File: src/rtl/mux_registrado_n.sv
// Registered N-way word selector with valid/ready flow control.
// One of N_ENTRADAS words is picked by a sparse selector code from the
// CODIGOS table; the result is registered and handed downstream through
// a two-entry skid buffer (output register + skid register).
// Unknown codes reuse the last legal selection and flag erro_seletor.
//
// Ports:
//   clock, reset       - rising-edge clock, synchronous active-high reset
//   entradas           - N_ENTRADAS packed words, word i at [i*LARGURA +: LARGURA]
//   seletor            - selector code, sampled with the accepted beat
//   valido_entrada     - input beat valid
//   pronto_entrada     - block can accept a beat (registered)
//   saida              - selected word (registered)
//   erro_seletor       - current output beat came from an illegal code
//   valido_saida       - output beat valid (registered)
//   pronto_saida       - downstream accepts
module mux_registrado_n #(
  parameter int unsigned LARGURA    = 32,
  parameter int unsigned N_ENTRADAS = 6,
  parameter int unsigned SEL_W      = 4,
  parameter logic [N_ENTRADAS*SEL_W-1:0] CODIGOS =
    {4'b1100, 4'b0111, 4'b0110, 4'b0010, 4'b0001, 4'b0000}
) (
  input  logic                          clock,
  input  logic                          reset,
  input  logic [N_ENTRADAS*LARGURA-1:0] entradas,
  input  logic [SEL_W-1:0]              seletor,
  input  logic                          valido_entrada,
  output logic                          pronto_entrada,
  output logic [LARGURA-1:0]            saida,
  output logic                          erro_seletor,
  output logic                          valido_saida,
  input  logic                          pronto_saida
);

  typedef enum logic [1:0] {
    VAZIO = 2'd0,
    CHEIO = 2'd1,
    SKID  = 2'd2
  } estado_t;

  estado_t              estado;
  estado_t              estado_prox_c;
  logic [LARGURA-1:0]   ultimo;
  logic [LARGURA-1:0]   sk_dado;
  logic                 sk_erro;

  logic                 acerto_c;
  logic [LARGURA-1:0]   palavra_c;
  logic [LARGURA-1:0]   dado_dec_c;
  logic                 erro_dec_c;
  logic                 entra_c;
  logic                 sai_c;

  // Table lookup: scan from the top so the lowest matching index wins.
  always_comb begin
    acerto_c  = 1'b0;
    palavra_c = '0;
    for (int i = int'(N_ENTRADAS) - 1; i >= 0; i--) begin
      if (seletor == CODIGOS[i*SEL_W +: SEL_W]) begin
        acerto_c  = 1'b1;
        palavra_c = entradas[i*LARGURA +: LARGURA];
      end
    end
    dado_dec_c = acerto_c ? palavra_c : ultimo;
    erro_dec_c = ~acerto_c;
  end

  assign entra_c = valido_entrada & pronto_entrada;
  assign sai_c   = valido_saida & pronto_saida;

  // Occupancy transitions of the two-entry buffer.
  always_comb begin
    estado_prox_c = estado;
    case (estado)
      VAZIO:   if (entra_c) estado_prox_c = CHEIO;
      CHEIO: begin
        if (entra_c && !sai_c)      estado_prox_c = SKID;
        else if (!entra_c && sai_c) estado_prox_c = VAZIO;
      end
      SKID:    if (sai_c) estado_prox_c = CHEIO;
      default: estado_prox_c = VAZIO;
    endcase
  end

  // State, storage and registered handshake outputs.
  always_ff @(posedge clock) begin
    if (reset) begin
      estado         <= VAZIO;
      saida          <= '0;
      erro_seletor   <= 1'b0;
      valido_saida   <= 1'b0;
      pronto_entrada <= 1'b1;
      ultimo         <= '0;
      sk_dado        <= '0;
      sk_erro        <= 1'b0;
    end else begin
      estado         <= estado_prox_c;
      pronto_entrada <= (estado_prox_c != SKID);
      valido_saida   <= (estado_prox_c != VAZIO);

      if (entra_c && acerto_c) ultimo <= palavra_c;

      case (estado)
        VAZIO: begin
          if (entra_c) begin
            saida        <= dado_dec_c;
            erro_seletor <= erro_dec_c;
          end
        end
        CHEIO: begin
          if (entra_c && sai_c) begin
            saida        <= dado_dec_c;
            erro_seletor <= erro_dec_c;
          end else if (entra_c) begin
            sk_dado <= dado_dec_c;
            sk_erro <= erro_dec_c;
          end
        end
        SKID: begin
          // pronto_entrada is low here, so only the drain can happen.
          if (sai_c) begin
            saida        <= sk_dado;
            erro_seletor <= sk_erro;
          end
        end
        default: ;
      endcase
    end
  end

endmodule

File: config.mk
export PLATFORM = sky130hd
export DESIGN_NAME = mux_registrado_n
export DESIGN_NICKNAME = d
export VERILOG_FILES = /design/src/rtl/mux_registrado_n.sv
export SDC_FILE = /design/constraint.sdc
export NUM_CORES = 1
export LEC_CHECK = 0
export ABC_AREA = 1
export CAP_MARGIN = 20
export CORE_UTILIZATION = 35
export CTS_CLUSTER_DIAMETER = 40
export DETAILED_ROUTE_END_ITERATION = 7
export PLACE_DENSITY = 0.7
export SLEW_MARGIN = 25
export SYNTH_ARGS = -nofsm -noshare
export SYNTH_HDL_FRONTEND = slang
export SYNTH_SLANG_ARGS = --single-unit
File: constraint.sdc
create_clock -name clock -period 1.5 [get_ports clock]
set_input_delay 0.3 -clock clock [delete_from_list [all_inputs] [get_ports clock]]
set_output_delay 0.3 -clock clock [all_outputs]
set_load 0.02 [all_outputs]
==> flow_metrics.env, run 1 <==
export IMPL_status="completed"
export IMPL_viasPerCell=5.115
export IMPL_r2r_cells=6
export IMPL_ios=235
export IMPL_overflow=0
export IMPL_drt_first_pass_iters=5
export IMPL_drv_slew=0
export IMPL_final_util_pct=58.35
export IMPL_area_growth_pct=61.57
export IMPL_tightest_slew_ps=435.7
export IMPL_cts_tree="done"
export IMPL_path_max_fanout=15
export IMPL_min_to="saida[17]$_SDFFE_PP0P_"
export IMPL_power_uw=8188
export IMPL_drv_cap=0
export IMPL_fmax_ghz=0.6851
export IMPL_hold_violations=0
export IMPL_timing_final_crit_share_pct=97.32
export IMPL_rsz0062_at_grt="yes"
export IMPL_hp_start="saida[17]$_SDFFE_PP0P_"
export IMPL_worst_clock_skew_ps=8.000
export IMPL_powerDensity_mw_per_mm2=805.7
export IMPL_wirelength_mm=24.34
export IMPL_worstPathRequired_ps=1770
export IMPL_cts_sinks=102
export IMPL_ir_worst_vdd_mv=0.6729
export IMPL_min_period_ps=1460
export IMPL_gp_congestion=0.9009
export IMPL_dieArea_mm2=0.01851
export IMPL_core_region_area_mm2=0.01742
export IMPL_clock_path_buffers=2
export IMPL_synth_nets=1214
export IMPL_clk_latency_ps=340
export IMPL_regToRegStartpoint="valido_saida$_SDFF_PP0_"
export IMPL_rr_endpoint="sk_dado[24]$_SDFFE_PP0P_"
export IMPL_hold_depth=2
export IMPL_design_area_mm2=0.01016
export IMPL_drc=0
export IMPL_antenna_found_initial=0
export IMPL_syn_avg_cell_area_um2=6.203
export IMPL_io_buffers=234
export IMPL_path_clk_slew_ps=70
export IMPL_reg2reg_slack_ps=40
export IMPL_hold_ws_ps=458.6
export IMPL_dpl_hpwl_mm=16.57
export IMPL_htree_levels=3
export IMPL_fin_cells=1504
export IMPL_arrival_ps=1730
export IMPL_antenna_left=0
export IMPL_syn_inst=1014
export IMPL_wl_per_cell_um=16.18
export IMPL_synth_area_mm2=0.006290
export IMPL_criticalPathCategory="reg2reg"
export IMPL_postPlaceCellArea_mm2=0.009226
export IMPL_ys_warn_count=0
export IMPL_grt_max_degree=49
export IMPL_n_antenna_cell=0
export IMPL_nNetsFinal=1474
export IMPL_max_slew_margin_rel_pct=70.80
export IMPL_setup_violations=0
export IMPL_grt_pass1_wl_mm=35.07
export IMPL_dp_cells=1457
export IMPL_start_kind="flip-flop"
export IMPL_die_h_um=136.1
export IMPL_drtIter0Drc=638
export IMPL_final_layout_size_suffix_gt1_share_pct=13.84
export IMPL_seq_area_frac_synth_pct=32.46
export IMPL_num_vias=7693
export IMPL_hp_class="reg2reg"
export IMPL_p_leak_uw=0.004842
export IMPL_row_count=48
export IMPL_synth_seq_cells=102
export IMPL_grtUsageTotal_pct=24.50
export IMPL_first_global_vias=6860
export IMPL_cts_root_buf="clkbuf_16"
export IMPL_die_w_um=136.1
export IMPL_endpoint_kind="flip-flop"
export IMPL_synth_cell_types=27
export IMPL_start_util_pct=36.11
export IMPL_numCtsBuffers=9
==> layout make-up <==
class | instances | area, um2
timing repair buffer | 315 | 3411
fill | 1639 | 7254
clock buffer | 12 | 256.5
inverter | 107 | 414.1
multi-input combinational | 739 | 3679
tap | 225 | 281.5
clock inverter | 4 | 76.32
sequential | 102 | 2044
==> cell families (layout without fill, tap and decap cells) <==
| kind of cell | count (synthesis) | count (layout) | synth area share, % |
|---|---|---|---|
| flops | 102 | 102 | 32.46 |
| simple gates | 595 | 597 | 41.60 |
| compound gates | 142 | 142 | 14.26 |
| buf+inv | 175 | 438 | 11.68 |
==> worst max-delay path by stage <==
| stage | end | cells after the start | from | slack, ps |
|---|---|---|---|---|
| 6_report | sk_dado[24]$_SDFFE_PP0P_ | 6 | valido_saida$_SDFF_PP0_ | 40 |
| 2_1_floorplan | ultimo[23]$_SDFFE_PP0P_ | 10 | seletor[0] | 20 |
| 4_1_cts | saida[28]$_SDFFE_PP0P_ | 12 | seletor[1] | -10 |
| 5_1_grt | sk_dado[23]$_SDFFE_PP0P_ | 8 | valido_saida$_SDFF_PP0_ | -40 |
| 3_5_place_dp | saida[28]$_SDFFE_PP0P_ | 12 | seletor[1] | -780 |
| 3_3_place_gp | saida[28]$_SDFFE_PP0P_ | 12 | seletor[1] | -780 |
==> cells in the mapped netlist <==
| cell | instances | area share, % |
|---|---|---|
| nand2_1 | 264 | 16 |
| nand3_1 | 132 | 11 |
| nor2_1 | 130 | 7.8 |
| dfxtp_1 | 102 | 32 |
| inv_1 | 97 | 5.8 |
| o21ai_0 | 40 | 3.2 |
| a21oi_1 | 38 | 3.0 |
| buf_2 | 35 | 2.8 |
| o211ai_1 | 33 | 3.9 |
| nand4_1 | 28 | 2.8 |
| a41oi_1 | 26 | 3.6 |
| clkbuf_1 | 24 | 1.4 |
| or2_1 | 19 | 1.9 |
| inv_2 | 10 | 0.60 |
| or2_2 | 8 | 0.80 |
| a31oi_1 | 5 | 0.50 |
| or2_0 | 4 | 0.40 |
| buf_1 | 3 | 0.18 |
| buf_4 | 3 | 0.36 |
| buf_6 | 3 | 0.54 |
| nor2_4 | 3 | 0.54 |
| nand2_4 | 2 | 0.36 |
| nand3_2 | 1 | 0.16 |
| nor2_2 | 1 | 0.10 |
| nor2_8 | 1 | 0.32 |
| nor3_1 | 1 | 0.079 |
| nor3_2 | 1 | 0.16 |
==> state kept, by name (all words and copies together), names as in the netlist <==
| signal | cells |
|---|---|
| pronto_entrada | 1 |
| sk_dado | 32 |
| saida | 32 |
| valido_saida | 1 |
| estado | 2 |
| ultimo | 32 |
| sk_erro | 1 |
| erro_seletor | 1 |
==> critical path: stages (launching register included) <==
cell and delay, ps:
dfxtp_2 330, nand2_2 90, nand2_4 70, nor3_4 270, buf_2 360, o21ai_0 120
a31oi_1 140
==> repair_timing <==
action | in CTS | in global routing
hold buffers | 0 | 0
pin swaps | 4 | 18
endpoints found under the setup margin | 132 | 89
buffers inserted | 1 | 15
gates resized for setup | 63 | 60
cloned | 2 | 13
==> power by group <==
group          internal (uW)  leakage (uW)  switching [uW]
logic                   1250       0.00385            1260
registers               2960      0.000834             137
clock network           1560      0.000159            1030
==> placed cells by master, fill, tap and decap left out, types with 2 or more instances in the layout <==
master,synthesis,routed
clkbuf_16,0,18
clkbuf_8,0,2
nor2_2,1,5
o211ai_1,33,33
or2_1,19,18
nand2_1,264,230
buf_12,0,22
nand3_1,132,132
buf_2,35,3
nor2_1,130,125
nor2_4,3,4
inv_4,0,3
dfxtp_2,0,2
o21ai_1,0,2
nand4_1,28,28
nand2_4,2,5
dfxtp_1,102,100
bufinv_16,0,2
a21oi_1,38,36
buf_8,0,2
a21oi_2,0,2
buf_4,3,42
or2_0,4,4
inv_2,10,9
inv_1,97,93
nand2_2,0,32
buf_6,3,5
a31oi_1,5,5
or2_2,8,8
bufbuf_16,0,2
dlygate4sd2_1,0,35
clkdlybuf4s50_1,0,193
a41oi_1,26,26
dlymetal6s2s_1,0,2
o21ai_0,40,38
==> stage by stage <==
stage | setup TNS [ps] | setup WS [ps]
5_1_grt | -288.3 | -41.40
2_1_floorplan | 0 | 17.60
6_report | 0 | 40.26
3_3_place_gp | -59240 | -776.5
3_5_place_dp | -60930 | -780.8
4_1_cts | -11.21 | -11.21
==> layer usage <==
| metal | track usage, % | routed length, um | part of all wire [%] | up-vias |
|---|---|---|---|---|
| li1 | - | - | - | 3852 |
| met1 | 30.85 | 10350 | 43 | 3509 |
| met2 | 42.16 | 11630 | 48 | 291 |
| met3 | 4.213 | 1783 | 7.3 | 41 |
| met4 | 7.716 | 582 | 2.4 | 0 |
| met5 | 0 | 0 | 0 | - |
Note: power is estimated with default switching activity, not from simulation.
==> inputs of run 2 (changes only) <==
--- a/config.mk
+++ b/config.mk
@@ -11,4 +11,5 @@
 export CTS_CLUSTER_DIAMETER = 40
 export DETAILED_ROUTE_END_ITERATION = 7
+export HOLD_SLACK_MARGIN = 0.02
 export PLACE_DENSITY = 0.7
 export SLEW_MARGIN = 25
==> constraint.sdc (replaced) <==
create_clock -name clock -period 1.5 [get_ports clock]
set_input_delay 0.45 -clock clock [delete_from_list [all_inputs] [get_ports clock]]
set_output_delay 0.45 -clock clock [all_outputs]
set_load 0.02 [all_outputs]
==> run 2 against run 1 <==
Net effect:
- the run now ends with negative setup slack left
- clock power down 7%
- power up 6.0%
- first-iteration DRC count increased by 11%
- non-clock buffer count is 43 higher
- final cell count up 2.9%
- sequential share of layout area shrank 3.1 points
==> flow_metrics.env, run 2 (synthesis results as in run 1) <==
export IMPL_status="complete, but fails checks"
export IMPL_violations="negative setup slack"
export IMPL_max_slew_margin_rel_pct=77.73
export IMPL_endpoint_kind="flip-flop"
export IMPL_nNetsFinal=1517
export IMPL_grt_max_degree=66
export IMPL_path_clk_slew_ps=70
export IMPL_drtIter0Drc=705
export IMPL_io_buffers=234
export IMPL_crit_top_cell="buf_12"
export IMPL_htree_levels=3
export IMPL_start_util_pct=36.11
export IMPL_criticalPathCategory="in2reg"
export IMPL_fin_cells=1547
export IMPL_gp_congestion=0.9187
export IMPL_ff_latch_area_mm2=0.002043
export IMPL_tightest_slew_ps=334.1
export IMPL_grt_pass1_wl_mm=41.59
export IMPL_multiInputGateArea_mm2=0.004713
export IMPL_min_period_ps=1684
export IMPL_cpMaxStageDelayCell="buf_12"
export IMPL_numCtsBuffers=9
export IMPL_antenna_found_initial=0
export IMPL_cts_tree="done"
export IMPL_wirelength_mm=29.18
export IMPL_overflow=0
export IMPL_hold_violations=0
export IMPL_ios=235
export IMPL_arrival_ps=1960
export IMPL_rr_endpoint="saida[4]$_SDFFE_PP0P_"
export IMPL_powerDensity_mw_per_mm2=724.5
export IMPL_dpl_hpwl_mm=17.03
export IMPL_final_cell_mix="193 x clkdlybuf4s50_1, 170 x nand2_1, 101 x dfxtp_1, 89 x nor2_1, 85 x nand3_1"
export IMPL_drt_first_pass_iters=6
export IMPL_postPlaceCellArea_mm2=0.009417
export IMPL_core_region_area_mm2=0.01742
export IMPL_hold_depth=2
export IMPL_timing_final_crit_share_pct=112.3
export IMPL_fmax_ghz=0.5937
export IMPL_hold_ws_ps=464.4
export IMPL_worstPathCellList="buf_12, buf_6, nor2_4, buf_12, buf_8, nand2_8, buf_12, buf_6, nor2_4, nor2_2, nand2_2, nand2_4, buf_4, a41oi_2"
export IMPL_first_global_vias=7958
export IMPL_clock_path_buffers=2
export IMPL_row_count=48
export IMPL_start_kind="input port"
export IMPL_r2r_cells=9
export IMPL_slowest_delay_ps=180
export IMPL_viasPerCell=5.508
export IMPL_rsz0062_at_grt="yes"
export IMPL_design_area_mm2=0.01198
export IMPL_worstPathRequired_ps=1780
export IMPL_n_antenna_cell=0
export IMPL_reg2reg_slack_ps=30
export IMPL_grtUsageTotal_pct=28.94
export IMPL_regToRegStartpoint="estado[1]$_SDFF_PP0_"
export IMPL_num_vias=8521
export IMPL_die_h_um=136.1
export IMPL_final_common_cell="clkdlybuf4s50_1"
export IMPL_power_uw=8681
export IMPL_path_max_fanout=7
export IMPL_hp_class="reg2reg"
export IMPL_antenna_left=0
export IMPL_min_to="saida[20]$_SDFFE_PP0P_"
export IMPL_hp_start="saida[20]$_SDFFE_PP0P_"
export IMPL_dieArea_mm2=0.01851
export IMPL_drv_slew=0
export IMPL_cts_root_buf="clkbuf_16"
export IMPL_die_w_um=136.1
export IMPL_setup_violations=87
export IMPL_setup_ws_ps=-184.4
export IMPL_reg_top3="saida (32), sk_dado (32), ultimo (32)"
export IMPL_clk_latency_ps=350
export IMPL_ir_worst_vdd_mv=0.7114
export IMPL_worst_clock_skew_ps=7.841
export IMPL_cts_sinks=102
export IMPL_area_growth_pct=90.49
export IMPL_dp_cells=1468
export IMPL_p_leak_uw=0.005281
export IMPL_drv_cap=0
export IMPL_wl_per_cell_um=18.86
export IMPL_final_layout_size_suffix_gt1_share_pct=33.66
export IMPL_fillers=1256
export IMPL_drc=0
## run 2: changes by cell type in the layout (fill, tap and decap cells not counted), sizes merged
cell and change:
bufinv -1, clkbuf -7, dlymetal6s2s -2, clkdlybuf4s15 +21
clkinv +4, buf +53, bufbuf +2, dlygate4sd2 -27
## run 2: through the flow
| stage | utilization (%) | worst slack (ps) | setup TNS [ps] |
|---|---|---|---|
| final | 68.79 | -184.4 | -7742 |
| after global routing | 68.79 | -244.7 | -12770 |
| after CTS | 65.32 | -230.2 | -11300 |
| after detailed placement | 54.07 | -833.5 | -73810 |
| after global placement | 54.07 | -822.1 | -71540 |
| after floorplan | - | -16.84 | -99.22 |
## run 2: worst max-delay path by stage
stage / startpoint / endpoint / slack, ps / cells after the start
2_1_floorplan: seletor[0] / ultimo[23]$_SDFFE_PP0P_ / -20 / 10
3_3_place_gp: seletor[2] / saida[4]$_SDFFE_PP0P_ / -820 / 14
3_5_place_dp: seletor[2] / ultimo[26]$_SDFFE_PP0P_ / -830 / 12
4_1_cts: seletor[3] / ultimo[26]$_SDFFE_PP0P_ / -230 / 14
5_1_grt: seletor[0] / ultimo[24]$_SDFFE_PP0P_ / -240 / 12
6_report: seletor[3] / sk_dado[29]$_SDFFE_PP0P_ / -180 / 14
## run 2: report_power, final
group / switching, uW / total (uW) / internal [uW]
logic: 1570 / 3190 / 1620
clock network: 1100 / 2400 / 1300
registers: 140 / 3090 / 2950
## run 2: final cells by class
type / count / share of cell area, %
Clock buffer: 9 / 1.880
Clock inverter: 7 / 0.6161
Inverter: 107 / 3.906
Multi-Input combinational cell: 739 / 39.34
Sequential cell: 102 / 17.05
Tap cell: 225 / 2.350
Timing Repair Buffer: 358 / 34.86
## run 2: routing by layer
| metal | track usage (%) | vias up | part of all wire (%) |
|---|---|---|---|
| met4 | 12.53 | 0 | 5.2 |
| met5 | 0 | - | 0 |
| met3 | 4.251 | 123 | 7.1 |
| met1 | 35.56 | 3992 | 39 |
| li1 | - | 3947 | - |
| met2 | 49.86 | 459 | 49 |
## run 2: critical path, delay by kind of cell
family          cells  cell delay (ps)
simple gates        6              520
buf+inv             7              880
compound gates      1              110
## run 2: repair_timing
action,4_1_cts,5_1_grt
endpoints found under the setup margin,131,116
pin swaps,85,105
gates cloned,24,0
buffers inserted,27,19
resized for setup,286,200
hold buffers,0,0
